<file path="config.mk">
export PLATFORM = sky130hd
export DESIGN_NAME = param_register_file_flat
export DESIGN_NICKNAME = d
export VERILOG_FILES = /design/src/rtl/param_register_file_pkg.sv /design/src/rtl/param_register_file_if.sv /design/src/rtl/param_register_file_clear_ctrl.sv /design/src/rtl/param_register_file.sv /design/src/flat_wrapper.sv
export SDC_FILE = /design/constraint.sdc
export NUM_CORES = 1
export LEC_CHECK = 0
export CAP_MARGIN = 25
export CORE_MARGIN = 8
export CORE_UTILIZATION = 50
export DETAILED_ROUTE_END_ITERATION = 8
export DONT_BUFFER_PORTS = 1
export PLACE_DENSITY_LB_ADDON = 0.2
export SYNTH_ARGS = -nofsm -noshare
export SYNTH_HDL_FRONTEND = slang
export SYNTH_SLANG_ARGS = --single-unit
</file>
<file path="constraint.sdc">
create_clock -name Clock -period 4.1 [get_ports Clock]
set_input_delay 0.615 -clock Clock [delete_from_list [all_inputs] [get_ports Clock]]
set_output_delay 0.615 -clock Clock [all_outputs]
set_load 0.02 [all_outputs]
</file>
<file path="src/rtl/param_register_file_pkg.sv">
// param_register_file_pkg: default geometry and clear-FSM state type shared by the register file
package regfile_pkg;
    localparam int DEF_DATA_W = 24;
    localparam int DEF_DEPTH = 16;
    typedef enum logic {CLEAR, READY} state_t;
endpackage

</file>
<file path="src/rtl/param_register_file_if.sv">
// param_register_file_if: decode/writeback bus of the register file
//   master (decode/writeback side): drives RS, RT, RD, WriteData, RegWrite; sees ReadRS, ReadRT, Ready
//   slave  (register file):         the mirror image
interface param_register_file_if
    import regfile_pkg::*;
#(
    parameter int DATA_W = DEF_DATA_W,
    parameter int ADDR_W = $clog2(DEF_DEPTH)
);
    logic [ADDR_W-1:0] RS;
    logic [ADDR_W-1:0] RT;
    logic [ADDR_W-1:0] RD;
    logic [DATA_W-1:0] WriteData;
    logic              RegWrite;
    logic [DATA_W-1:0] ReadRS;
    logic [DATA_W-1:0] ReadRT;
    logic              Ready;
    modport master (output RS, RT, RD, WriteData, RegWrite, input ReadRS, ReadRT, Ready);
    modport slave  (input RS, RT, RD, WriteData, RegWrite, output ReadRS, ReadRT, Ready);
endinterface

</file>
<file path="src/rtl/param_register_file_clear_ctrl.sv">
// regfile_clear_ctrl: post-reset sweep that zeroes one entry per cycle, then reports Ready
//   Clock, Reset (sync, active-high) in; Ready, clr_en, clr_addr out
module regfile_clear_ctrl
    import regfile_pkg::*;
#(
    parameter int DEPTH  = DEF_DEPTH,
    parameter int ADDR_W = $clog2(DEPTH)
) (
    input  logic              Clock,
    input  logic              Reset,
    output logic              Ready,
    output logic              clr_en,
    output logic [ADDR_W-1:0] clr_addr
);
    state_t            state, state_nxt;
    logic [ADDR_W-1:0] ptr, ptr_nxt;

    always_ff @(posedge Clock) begin
        if (Reset) begin
            state <= CLEAR;
            ptr   <= '0;
        end else begin
            state <= state_nxt;
            ptr   <= ptr_nxt;
        end
    end

    // Reset has priority, so no entry is cleared while it is held
    always_comb begin
        state_nxt = state;
        ptr_nxt   = ptr;
        clr_en    = state == CLEAR && !Reset;
        if (clr_en) begin
            ptr_nxt   = ptr + ADDR_W'(1);
            state_nxt = 32'(ptr) == DEPTH - 1 ? READY : CLEAR;
        end
    end

    assign Ready    = state == READY;
    assign clr_addr = ptr;
endmodule

</file>
<file path="src/rtl/param_register_file.sv">
// param_register_file: 2R/1W register file with clear sweep, optional zero register and bypass
//   Clock, Reset (sync, active-high) plain ports; bus (slave modport) carries addresses, data, Ready
//   Define REGFILE_BYPASS_EN to forward WriteData to a matching read port in the same cycle
module param_register_file
    import regfile_pkg::*;
#(
    parameter int DATA_W   = DEF_DATA_W,
    parameter int DEPTH    = DEF_DEPTH,
    parameter int ADDR_W   = $clog2(DEPTH),
    parameter int ZERO_REG = 0
) (
    input  logic                  Clock,
    input  logic                  Reset,
    param_register_file_if.slave  bus
);
    logic [DATA_W-1:0] regs [DEPTH];
    logic              ready, clr_en, wr_ok, we;
    logic [ADDR_W-1:0] clr_addr;
    logic [DATA_W-1:0] rs_val, rt_val;

    // address is backed by a real, writable entry
    function automatic logic live(logic [ADDR_W-1:0] a);
        return 32'(a) < DEPTH && !(ZERO_REG != 0 && a == '0);
    endfunction

    regfile_clear_ctrl #(.DEPTH(DEPTH), .ADDR_W(ADDR_W)) u_clr (
        .Clock    (Clock),
        .Reset    (Reset),
        .Ready    (ready),
        .clr_en   (clr_en),
        .clr_addr (clr_addr)
    );

    // wr_ok also qualifies the bypass, which does not look at Reset
    assign wr_ok = ready && bus.RegWrite && live(bus.RD);
    assign we    = wr_ok && !Reset;

    always_ff @(posedge Clock) begin
        if (clr_en)
            regs[clr_addr] <= '0;
        else if (we)
            regs[bus.RD] <= bus.WriteData;
    end

    assign rs_val = ready && live(bus.RS) ? regs[bus.RS] : '0;
    assign rt_val = ready && live(bus.RT) ? regs[bus.RT] : '0;

`ifdef REGFILE_BYPASS_EN
    assign bus.ReadRS = wr_ok && bus.RD == bus.RS ? bus.WriteData : rs_val;
    assign bus.ReadRT = wr_ok && bus.RD == bus.RT ? bus.WriteData : rt_val;
`else
    assign bus.ReadRS = rs_val;
    assign bus.ReadRT = rt_val;
`endif

    assign bus.Ready = ready;
endmodule

</file>
<file path="src/flat_wrapper.sv">
// flat-port wrapper written by rule: the top's interface ports become plain ports
module param_register_file_flat import regfile_pkg::*;
#(
    parameter int DATA_W   = DEF_DATA_W,
    parameter int DEPTH    = DEF_DEPTH,
    parameter int ADDR_W   = $clog2(DEPTH),
    parameter int ZERO_REG = 0
)
  (Clock, Reset, bus_RS, bus_RT, bus_RD, bus_WriteData, bus_RegWrite, bus_ReadRS, bus_ReadRT, bus_Ready);
  param_register_file_if #(.DATA_W(DATA_W), .ADDR_W(ADDR_W)) bus_i ();
  input  logic Clock;
  input  logic Reset;
  input wire logic [$bits(bus_i.RS)-1:0] bus_RS;
  input wire logic [$bits(bus_i.RT)-1:0] bus_RT;
  input wire logic [$bits(bus_i.RD)-1:0] bus_RD;
  input wire logic [$bits(bus_i.WriteData)-1:0] bus_WriteData;
  input wire logic [$bits(bus_i.RegWrite)-1:0] bus_RegWrite;
  output wire logic [$bits(bus_i.ReadRS)-1:0] bus_ReadRS;
  output wire logic [$bits(bus_i.ReadRT)-1:0] bus_ReadRT;
  output wire logic [$bits(bus_i.Ready)-1:0] bus_Ready;
  assign bus_i.RS = bus_RS;
  assign bus_i.RT = bus_RT;
  assign bus_i.RD = bus_RD;
  assign bus_i.WriteData = bus_WriteData;
  assign bus_i.RegWrite = bus_RegWrite;
  assign bus_ReadRS = bus_i.ReadRS;
  assign bus_ReadRT = bus_i.ReadRT;
  assign bus_Ready = bus_i.Ready;
  param_register_file #(.DATA_W(DATA_W), .DEPTH(DEPTH), .ADDR_W(ADDR_W), .ZERO_REG(ZERO_REG)) u_core (.Clock(Clock), .Reset(Reset), .bus(bus_i));
endmodule
</file>
==> metrics.md <==
| Metric | Value |
|---|---|
| Outcome | `finished clean` |
| Ratio of cells with drive above 1 in the final layout | `19.58%` |
| Worst R2R Setup Slack | `1.22 ns` |
| CP top delay family | `compound AO/OA/AOI/OAI gates` |
| Setup CP Type | `flip-flop to output pin` |
| Headroom to the max-slew limit | `27.08%` |
| Root Buffer | `clkbuf_16` |
| Mapped Cells | `1102` |
| Final setup vio count | `0` |
| Clock latency on the worst-skew pair | `0.54 ns` |
| Drt wl/cell | `30.13 um` |
| Post-synth top area share | `62.71%` |
| DRC | `0` |
| WL met1 | `20.17 mm` |
| Clock Skew | `0.01448 ns` |
| Min Clock Period, post-route | `3.174 ns` |
| CTS H-tree depth | `2` |
| First-pass GRT wire length | `71.01 mm` |
| Post-synthesis sequential area ratio | `63.26%` |
| Total congestion overflow | `0` |
| Antenna Nets Post-Route | `0` |
| First drt pass iteration count | `5` |
| Worst-case clock buffer depth | `3` |
| Met3 wire len | `3.788 mm` |
| Metal2 WL | `23.24 mm` |
| Distinct cells, synth | `35` |
| Worst path cell trace | `buf_4 > nand2b_2 > a221oi_1 > o21ai_0 > o21ai_0 > buf_4` |
| Maxcap violations | `0` |
| Crit path depth | `6` |
| I/O Buffers | `0` |
| Worst Hold Path Cells | `1` |
| Initial antenna violation count | `3` |
| Vias | `10.72k` |
| Slew Viols, Final | `0` |
| Std-Cell Rows | `70` |
| Largest net degree at the start of global routing | `184` |
| PwrDens | `418.7 nW/um^2` |
| Top cells by area, synth | `edfxtp_1, mux2i_1, mux4_2, a22oi_1, o22ai_1` |
| Reg-to-reg endpoint | `u_core.regs[14][6]` |
| Synth Warn # | `0` |
| Crit path max fanout | `24` |
| Max VDD drop | `0.2555 mV` |
| Fin nets | `1146` |
| Cts hold-fix bufs | `0` |
| Synthesized area | `18390 um^2` |
| CP endpoint kind | `output pin` |
| Die Footprint | `43170 um^2` |
| Die W | `207.8 um` |
| Yosys reg bits | `389` |
| Die H | `207.8 um` |
| Hold/Removal Path Class | `input port to flip-flop` |
| Post-CTS Setup Inserts | `0` |
| Crit start category | `flip-flop` |
| Top Ports | `88` |
| Final worst slack | `0.9258 ns` |
| Initial core utilization | `50.47%` |
| Largest area contributor in the netlist | `edfxtp_1` |
| Vias in the first global route | `10.81k` |
| Vias per cell | `6.663` |
| Static Leak | `7.580 nW` |
| Clk slew on worst S/H paths | `0.06 ns` |
| Slowest CP cell | `nand2b_2` |
| Detailed Route Iter0 Violations | `850` |
| Worst EP arrival | `2.56 ns` |
| Setup WS pre-CTS | `0.9985 ns` |
| Synthesized area per cell | `16.69 um^2` |
| HP Start | `Reset` |
| Crit path required time | `3.48 ns` |
| CTS tree | `yes` |
| CTS sink count | `389` |
| Buf/Inv on CP | `2` |
| DP HPWL | `26.83 mm` |
| P&R area growth vs syn | `10.98%` |
| Routability congestion estimate | `0.7682` |
| Max Used Layer | `met5` |
| Syn_nets | `1142` |
| CTS Buf Count | `41` |
| Least-Margin Pin Slew | `1.094 ns` |
| RSZ-0062 raised after global routing | `false` |
| CP peak stage delay | `0.49 ns` |
| Worst Hold Path EP | `u_core.u_clr.clr_addr[3]` |
| Global-route usage over all layers | `21.94%` |
| Worst flop-to-flop path startpoint | `u_core.u_clr.Ready` |
| Max Clock Freq | `0.3150 GHz` |
| Reg2Reg Depth | `6` |
| Crit share post-route | `77.42%` |
| Final WL | `48.48 mm` |
| PostCTS Resize Cnt | `0` |
| Core ar. | `36430 um^2` |
| Hold Fails Final Rpt | `0` |
| Final setup TNS | `0 ns` |
cell usage in the layout, fill, tap and decap left out, types with 2 or more instances in the layout:
cell	count
dfxtp_1	5
edfxtp_1	384
nor2_1	8
clkinv_4	3
nand2_1	53
clkbuf_1	3
nor2b_1	3
clkinv_1	10
a221oi_1	9
and2_1	25
inv_1	4
buf_16	2
o21ai_0	18
nor3b_1	2
clkbuf_16	43
mux4_2	91
buf_12	2
buf_4	40
a31oi_1	6
diode_2	2
o22ai_1	38
nor2_4	17
clkinv_2	10
xor2_1	2
mux2i_1	244
a21oi_1	3
nand2b_2	2
nor2b_4	2
a22oi_1	90
bufinv_16	5
metrics by stage:
stage	cells	utilization (%)	hold slack (ns)	total power, mW	instance area [um^2]
global placement	1529	52.09	0.5553	4.875	18980
finish	1609	56.01	0.1465	8.544	20410
global route	1608	56.00	0.1268	8.759	20400
floorplan	1102	-	0.5152	4.866	18390
CTS	1606	55.92	0.1293	8.583	20370
detailed placement	1530	52.17	0.5626	4.880	19010
kinds of logic (layout without fill, tap and decap cells):
logic type / count (synthesis) / in the layout / synth area share [%]
DFF: 389 / 389 / 63.26
xor gates and xnor gates: 3 / 3 / 0.1429
other: 0 / 2 / 0
and+or+nand+nor: 120 / 120 / 3.055
muxes: 336 / 336 / 24.49
AOI/OAI and AO/OA: 166 / 166 / 6.274
buffers and inverters: 87 / 124 / 2.715
adders and majority gates: 1 / 1 / 0.06803
Yosys cell counts:
| cell type | count |
|---|---|
| a21oi_1 | 3 |
| a221o_1 | 1 |
| a221oi_1 | 9 |
| a22oi_1 | 90 |
| a2bb2oi_1 | 1 |
| a31oi_1 | 6 |
| and2_1 | 26 |
| and3b_1 | 1 |
| buf_1 | 5 |
| buf_2 | 20 |
| buf_4 | 27 |
| buf_6 | 6 |
| clkbuf_1 | 24 |
| clkbuf_2 | 1 |
| dfxtp_1 | 5 |
| edfxtp_1 | 384 |
| ha_1 | 1 |
| inv_1 | 4 |
| mux2_2 | 1 |
| mux2i_1 | 244 |
| mux4_2 | 91 |
| nand2_1 | 53 |
| nand2b_1 | 3 |
| nand3_1 | 1 |
| nand3b_1 | 1 |
| nand4b_1 | 1 |
| nor2_1 | 25 |
| nor2b_1 | 5 |
| nor3_1 | 1 |
| nor3b_1 | 2 |
| o21ai_0 | 18 |
| o22ai_1 | 38 |
| or2_2 | 1 |
| xnor2_1 | 1 |
| xor2_1 | 2 |
worst max-delay path by stage:
| stage | startpoint | end | slack [ns] |
|---|---|---|---|
| final | u_core.u_clr.Ready | bus_ReadRS[20] | 0.93 |
| after global routing | u_core.u_clr.Ready | bus_ReadRS[20] | 0.74 |
| after CTS | u_core.u_clr.Ready | bus_ReadRS[20] | 0.86 |
| after detailed placement | Reset | u_core.regs[14][6] | 1.0 |
| after global placement | Reset | u_core.regs[12][10] | 1.08 |
| after floorplan | Reset | u_core.regs[8][0] | 1.17 |
power by group:
part | total [mW] | internal (mW) | switching (mW)
Sequential | 4.38 | 4.36 | 0.0245
Clock | 3.74 | 2.23 | 1.51
Combinational | 0.419 | 0.214 | 0.206
metal layers:
metal / global-route usage, % / vias up
met5: 0 / -
met4: 7.220 / 2
met3: 4.861 / 90
met2: 35.07 / 462
met1: 29.59 / 5636
li1: - / 4531
sequential cells by signal, summed over array words and instances (netlist names):
name,count
u_core.u_clr.clr_addr,4
u_core.u_clr.Ready,1
u_core.regs,384
area by class of cell:
type                            instances  area [um^2]
Sequential cell                       389        11630
Timing Repair Buffer                   44        395.4
Clock buffer                           46         1087
Fill cell                            2841        16030
Antenna cell                            2        5.005
Tap cell                              468        585.6
Clock inverter                         30        280.3
Inverter                                4        15.01
Multi-Input combinational cell        626         6407
No activity file was read; power rests on OpenSTA's default activity.
